`src/rtl/spi_arbiter_pkg.sv`:
```
// spi_arb_pkg: shared state type, byte width and default sizing for the SPI arbiter
package spi_arb_pkg;
  localparam int BYTE_W = 8;
  localparam int DEF_N_REQ = 4;
  localparam int DEF_TIMEOUT = 1024;
  typedef enum logic {IDLE, WAIT} state_t;
  function automatic int next_idx(input int k, input int n);
    return (k + 1 == n) ? 0 : k + 1;
  endfunction
endpackage

```
`src/rtl/spi_arbiter_if.sv`:
```
// spi_arbiter_if: requester-side and SPI-master-side handshake bundle
interface spi_arbiter_if
  import spi_arb_pkg::*;
#(parameter int N_REQ = DEF_N_REQ);
  logic [N_REQ-1:0] req;
  logic [N_REQ-1:0] lock;
  logic [BYTE_W*N_REQ-1:0] req_data;
  logic [N_REQ-1:0] gnt;
  logic [N_REQ-1:0] rsp_valid;
  logic [BYTE_W-1:0] rsp_data;
  logic rsp_err;
  logic start;
  logic [BYTE_W-1:0] tx_data;
  logic busy;
  logic done;
  logic [BYTE_W-1:0] rx_data;
  modport slave (
    input req, lock, req_data, busy, done, rx_data,
    output gnt, rsp_valid, rsp_data, rsp_err, start, tx_data
  );
  modport master (
    output req, lock, req_data, busy, done, rx_data,
    input gnt, rsp_valid, rsp_data, rsp_err, start, tx_data
  );
endinterface

```
`src/rtl/spi_rr_pick.sv`:
```
// spi_rr_pick: first set request at or above ptr, wrapping, as one-hot and index
module spi_rr_pick #(
  parameter int N = 4,
  localparam int PW = $clog2(N)
) (
  input  logic [N-1:0]  req,
  input  logic [PW-1:0] ptr,
  output logic [N-1:0]  gnt,
  output logic [PW-1:0] idx,
  output logic          any
);
  logic [PW-1:0] j;
  // scan from farthest offset down so the nearest set bit to ptr is kept last
  always_comb begin
    idx = '0;
    any = 1'b0;
    j = '0;
    for (int i = N - 1; i >= 0; i--) begin
      j = PW'((int'(ptr) + i) % N);
      if (req[j]) begin
        idx = j;
        any = 1'b1;
      end
    end
    gnt = any ? N'(1) << idx : '0;
  end
endmodule

```
`src/rtl/spi_arbiter.sv`:
```
// spi_arbiter: round-robin sharing of one SPI byte engine with lock and done-timeout
module spi_arbiter
  import spi_arb_pkg::*;
#(
  parameter int N_REQ = DEF_N_REQ,
  parameter int TIMEOUT = DEF_TIMEOUT
) (
  input logic clk,
  input logic rst_n,
  spi_arbiter_if.slave bus
);
  localparam int PW = $clog2(N_REQ);
  localparam int TW = $clog2(TIMEOUT) + 1;
  state_t state, state_n;
  logic [PW-1:0] ptr, ptr_n, owner, owner_n, win, pick_idx;
  logic locked, locked_n, hold, pick_any;
  logic [TW-1:0] timer, timer_n;
  logic [N_REQ-1:0] pick_oh, gnt_n, rv_n;
  logic start_n, err_n;
  logic [BYTE_W-1:0] tx_n, rd_n;

  spi_rr_pick #(.N(N_REQ)) u_pick (
    .req(bus.req),
    .ptr(ptr),
    .gnt(pick_oh),
    .idx(pick_idx),
    .any(pick_any)
  );

  // a locked owner that is still requesting keeps the engine
  assign hold = locked && bus.req[owner];
  assign win = hold ? owner : pick_idx;

  // next state, bookkeeping and next registered outputs
  always_comb begin
    state_n = state;
    ptr_n = ptr;
    owner_n = owner;
    locked_n = locked;
    timer_n = timer;
    gnt_n = '0;
    rv_n = '0;
    start_n = 1'b0;
    tx_n = bus.tx_data;
    rd_n = bus.rsp_data;
    err_n = bus.rsp_err;
    if (state == IDLE) begin
      if (pick_any && !bus.busy) begin
        state_n = WAIT;
        gnt_n = hold ? N_REQ'(1) << owner : pick_oh;
        start_n = 1'b1;
        tx_n = bus.req_data[win*BYTE_W +: BYTE_W];
        owner_n = win;
        locked_n = bus.lock[win];
        ptr_n = bus.lock[win] ? win : PW'(next_idx(int'(win), N_REQ));
        timer_n = '0;
      end
    end else begin
      timer_n = timer + 1'b1;
      if (bus.done) begin
        state_n = IDLE;
        rv_n = N_REQ'(1) << owner;
        rd_n = bus.rx_data;
        err_n = 1'b0;
      end else if (timer == TW'(TIMEOUT - 1)) begin
        state_n = IDLE;
        rv_n = N_REQ'(1) << owner;
        rd_n = '0;
        err_n = 1'b1;
        locked_n = 1'b0;
      end
    end
  end

  // state register and registered outputs, all cleared by reset
  always_ff @(posedge clk or negedge rst_n) begin
    if (!rst_n) begin
      state <= IDLE;
      ptr <= '0;
      owner <= '0;
      locked <= 1'b0;
      timer <= '0;
      bus.gnt <= '0;
      bus.rsp_valid <= '0;
      bus.rsp_data <= '0;
      bus.rsp_err <= 1'b0;
      bus.start <= 1'b0;
      bus.tx_data <= '0;
    end else begin
      state <= state_n;
      ptr <= ptr_n;
      owner <= owner_n;
      locked <= locked_n;
      timer <= timer_n;
      bus.gnt <= gnt_n;
      bus.rsp_valid <= rv_n;
      bus.rsp_data <= rd_n;
      bus.rsp_err <= err_n;
      bus.start <= start_n;
      bus.tx_data <= tx_n;
    end
  end
endmodule

```
`src/flat_wrapper.sv`:
```
// flat-port wrapper written by rule: the top's interface ports become plain ports
module spi_arbiter_flat import spi_arb_pkg::*;
#(
  parameter int N_REQ = DEF_N_REQ,
  parameter int TIMEOUT = DEF_TIMEOUT
)
  (clk, rst_n, bus_req, bus_lock, bus_req_data, bus_busy, bus_done, bus_rx_data, bus_gnt, bus_rsp_valid, bus_rsp_data, bus_rsp_err, bus_start, bus_tx_data);
  spi_arbiter_if #(.N_REQ(N_REQ)) bus_i ();
  input logic clk;
  input logic rst_n;
  input wire logic [$bits(bus_i.req)-1:0] bus_req;
  input wire logic [$bits(bus_i.lock)-1:0] bus_lock;
  input wire logic [$bits(bus_i.req_data)-1:0] bus_req_data;
  input wire logic [$bits(bus_i.busy)-1:0] bus_busy;
  input wire logic [$bits(bus_i.done)-1:0] bus_done;
  input wire logic [$bits(bus_i.rx_data)-1:0] bus_rx_data;
  output wire logic [$bits(bus_i.gnt)-1:0] bus_gnt;
  output wire logic [$bits(bus_i.rsp_valid)-1:0] bus_rsp_valid;
  output wire logic [$bits(bus_i.rsp_data)-1:0] bus_rsp_data;
  output wire logic [$bits(bus_i.rsp_err)-1:0] bus_rsp_err;
  output wire logic [$bits(bus_i.start)-1:0] bus_start;
  output wire logic [$bits(bus_i.tx_data)-1:0] bus_tx_data;
  assign bus_i.req = bus_req;
  assign bus_i.lock = bus_lock;
  assign bus_i.req_data = bus_req_data;
  assign bus_i.busy = bus_busy;
  assign bus_i.done = bus_done;
  assign bus_i.rx_data = bus_rx_data;
  assign bus_gnt = bus_i.gnt;
  assign bus_rsp_valid = bus_i.rsp_valid;
  assign bus_rsp_data = bus_i.rsp_data;
  assign bus_rsp_err = bus_i.rsp_err;
  assign bus_start = bus_i.start;
  assign bus_tx_data = bus_i.tx_data;
  spi_arbiter #(.N_REQ(N_REQ), .TIMEOUT(TIMEOUT)) u_core (.clk(clk), .rst_n(rst_n), .bus(bus_i));
endmodule
```
`config.mk`:
```
export PLATFORM = sky130hd
export DESIGN_NAME = spi_arbiter_flat
export DESIGN_NICKNAME = d
export VERILOG_FILES = /design/src/rtl/spi_arbiter_pkg.sv /design/src/rtl/spi_arbiter_if.sv /design/src/rtl/spi_rr_pick.sv /design/src/rtl/spi_arbiter.sv /design/src/flat_wrapper.sv
export SDC_FILE = /design/constraint.sdc
export NUM_CORES = 1
export LEC_CHECK = 0
export BUFFER_PORTS_ARGS = -buffer_cell sky130_fd_sc_hd__clkbuf_2
export CAP_MARGIN = 15
export CELL_PAD_IN_SITES_DETAIL_PLACEMENT = 2
export CELL_PAD_IN_SITES_GLOBAL_PLACEMENT = 2
export CORE_ASPECT_RATIO = 1.4
export CORE_UTILIZATION = 32
export DETAILED_ROUTE_END_ITERATION = 10
export PLACE_DENSITY = 0.84
export SYNTH_ARGS = -nofsm -noshare
export SYNTH_HDL_FRONTEND = slang
export SYNTH_SLANG_ARGS = --single-unit
export TNS_END_PERCENT = 20
```
`constraint.sdc`:
```
create_clock -name clk -period 5.2 [get_ports clk]
set_input_delay 0.52 -clock clk [delete_from_list [all_inputs] [get_ports clk]]
set_output_delay 0.52 -clock clk [all_outputs]
set_load 0.02 [all_outputs]
```
==> out/metrics.yaml <==
status: "finished, final reports clean"
htree_num_levels: 2
placedInstanceArea_um2: 2734
ioPinCount: 78
ctsHoldBuffers: 0
yosys_most_used_dff: "dfrtp_1"
dpl.hpwl_mm: 5.067
die_x_um: 73.32
pre_cts_ws_ps: 2334
crit_path_max_fanout: 22
setup_ws_ps: 2705
avgSynthCellArea_um2: 10.13
antenna_found_initial: 0
numCtsBuffers: 5
finalHoldViolCount: 0
yosysWarnings: 0
first_global_vias: 2272
crit_chain: "clkbuf_2, nor4_1, or3_1, buf_4, clkinv_1, o21ai_1, o21ai_0, or2_1"
core-area_um2: 6937
timing.final.crit_share_pct: 47.97
wl_per_cell_um: 16.41
rsz0062_at_grt: "false"
grt_pass1_wl_mm: 10.90
overflow: 0
synth_cell_type_count: 52
synth_seq_cells: 43
skew_ps: 7.042
layout-drive-gt1-share_pct: 32.67
fmax_mhz: 400.9
wirelength_mm: 6.531
setup_viol: 0
postRouteAntennaNets: 0
end_kind: "register"
postCtsResizedCells: 0
finalNetCount: 356
worst-path-buf-inv: 3
p_per_area_nw_per_um2: 456.2
tightestPinTransition_ps: 813.2
cts_tree: "yes"
tns_ps: 0
vias: 2053
post-cts-setup-buffer-count: 0
syn_area_um2: 2278
p_leak_uw: 0.001400
cap_violations: 0
syn_nets: 279
portBuffers: 77
ir_drop_uv: 157.1
drtPass1Iterations: 4
hp-class: "in2async"
crit_family: "simple AND/OR/NAND/NOR gates"
path_clk_slew_ps: 80
seq_area_frac_synth_pct: 47.23
row_count: 36
drc: 0
period_minus_slack_ps: 2495
cts_sinks: 43
area_growth_pct: 24.44
n_antenna_cell: 0
drtIter0Drc: 58
clk_latency_ps: 290
fin_area_um2: 2835
synth-edff-count: 0
maxSlewViolCount: 0
final_cell_mix: "77 x clkbuf_2, 43 x dfrtp_1, 24 x nand2_1"
required_ps: 5380
clock_path_buffers: 2
grt_use_total_pct: 19.13
syn_inst: 225
crit_type: "in2reg"
cp_slowest_cell: "o21ai_1"
slew_headroom_pct: 45.42
final_common_cell: "clkbuf_2"
gp_congestion: 0.7976
vias_per_cell: 5.158
cpPeakStageDelay_ps: 520
synth-async-reset-ratio_pct: 100.0
grt_max_degree: 44
cp_data_arrival_time_ps: 2670
root_buffer: "clkbuf_8"
whs_ps: 90.53
die_area_um2: 7466
die_h_um: 101.8
start_kind: "primary input"
start_util_pct: 32.85
area by class of cell:
| class | instances | area, um^2 |
|---|---|---|
| sequential | 43 | 1076 |
| clock buffer | 7 | 76.32 |
| tap | 95 | 118.9 |
| multi-input combinational | 169 | 1127 |
| clock inverter | 1 | 5.005 |
| timing repair buffer | 80 | 420.4 |
| fill | 807 | 4101 |
| inverter | 3 | 11.26 |
state kept, by name, indices dropped and copies added, names as in the netlist:
register / cells
u_core.bus.rsp_data: 8
u_core.timer: 11
u_core.state: 1
u_core.bus.gnt: 4
u_core.ptr: 2
u_core.bus.rsp_valid: 4
u_core.bus.rsp_err: 1
u_core.locked: 1
u_core.owner: 2
u_core.bus.tx_data: 8
u_core.bus.start: 1
worst paths after layout:
path / startpoint / end / slack (ps) / depth (start not counted)
setup / recovery: bus_req[0] / u_core.locked / 2710 / 8
min in group clk: bus_rx_data[6] / u_core.bus.rsp_data[6] / 430 / 3
hold reg to reg: u_core.timer[8] / u_core.timer[8] / 500 / 1
setup reg to reg: u_core.owner[1] / u_core.locked / 2710 / 6
max in group asynchronous: rst_n / u_core.bus.rsp_valid[0] / 4630 / 2
hold / removal: rst_n / u_core.bus.rsp_data[0] / 90 / 1
layer usage:
| layer | vias up | GRT usage [%] | wire [um] |
|---|---|---|---|
| met5 | - | 0 | 0 |
| met4 | 0 | 5.030 | 55 |
| met3 | 6 | 4.635 | 418 |
| met2 | 79 | 35.83 | 3568 |
| met1 | 1008 | 21.34 | 2487 |
| li1 | 960 | - | - |
synth_stat cells (all sizes together), types with 2 or more instances:
master / count / area share (%)
a21oi: 2 / 0.44
a22o: 4 / 1.5
a2bb2oi: 8 / 3.1
and2: 2 / 0.55
and3: 3 / 1.0
buf: 7 / 2.3
clkbuf: 3 / 0.49
dfrtp: 43 / 47
ha: 2 / 1.1
inv: 2 / 0.33
mux2: 4 / 2.0
mux2i: 20 / 8.8
nand2: 24 / 4.0
nand2b: 3 / 0.82
nand3: 12 / 2.6
nor2: 23 / 4.1
nor3: 4 / 1.6
nor3b: 5 / 1.6
nor4: 2 / 0.82
o21a: 3 / 0.99
o21ai: 23 / 5.1
o2bb2ai: 2 / 1.0
or2: 3 / 0.82
or3: 2 / 0.55
xnor2: 3 / 1.2
logic make-up after synthesis:
family,count (synthesis),synth area share [%]
xor gates and xnor gates,4,1.538
and+or+nand+nor,88,20.21
AOI/OAI and AO/OA,51,15.87
muxes,24,10.76
adders and majority gates,2,1.098
buffers and inverters,13,3.294
DFF,43,47.23
where the power goes:
group	leakage [uW]	switching, uW	internal, uW	total, uW
registers	0.000553	98.2	419	517
logic	0.000805	320	250	570
clock network	0.0000422	112	94.4	206
stage by stage:
stage / total power, uW / util [%] / instances
3_5_place_dp: 1102 / 39.41 / 389
4_1_cts: 1315 / 40.58 / 397
5_1_grt: 1387 / 40.87 / 398
3_3_place_gp: 1066 / 39.41 / 389
6_report: 1293 / 40.87 / 398
2_1_floorplan: 924.6 / - / 225
Note: power is estimated with default switching activity, not from simulation.
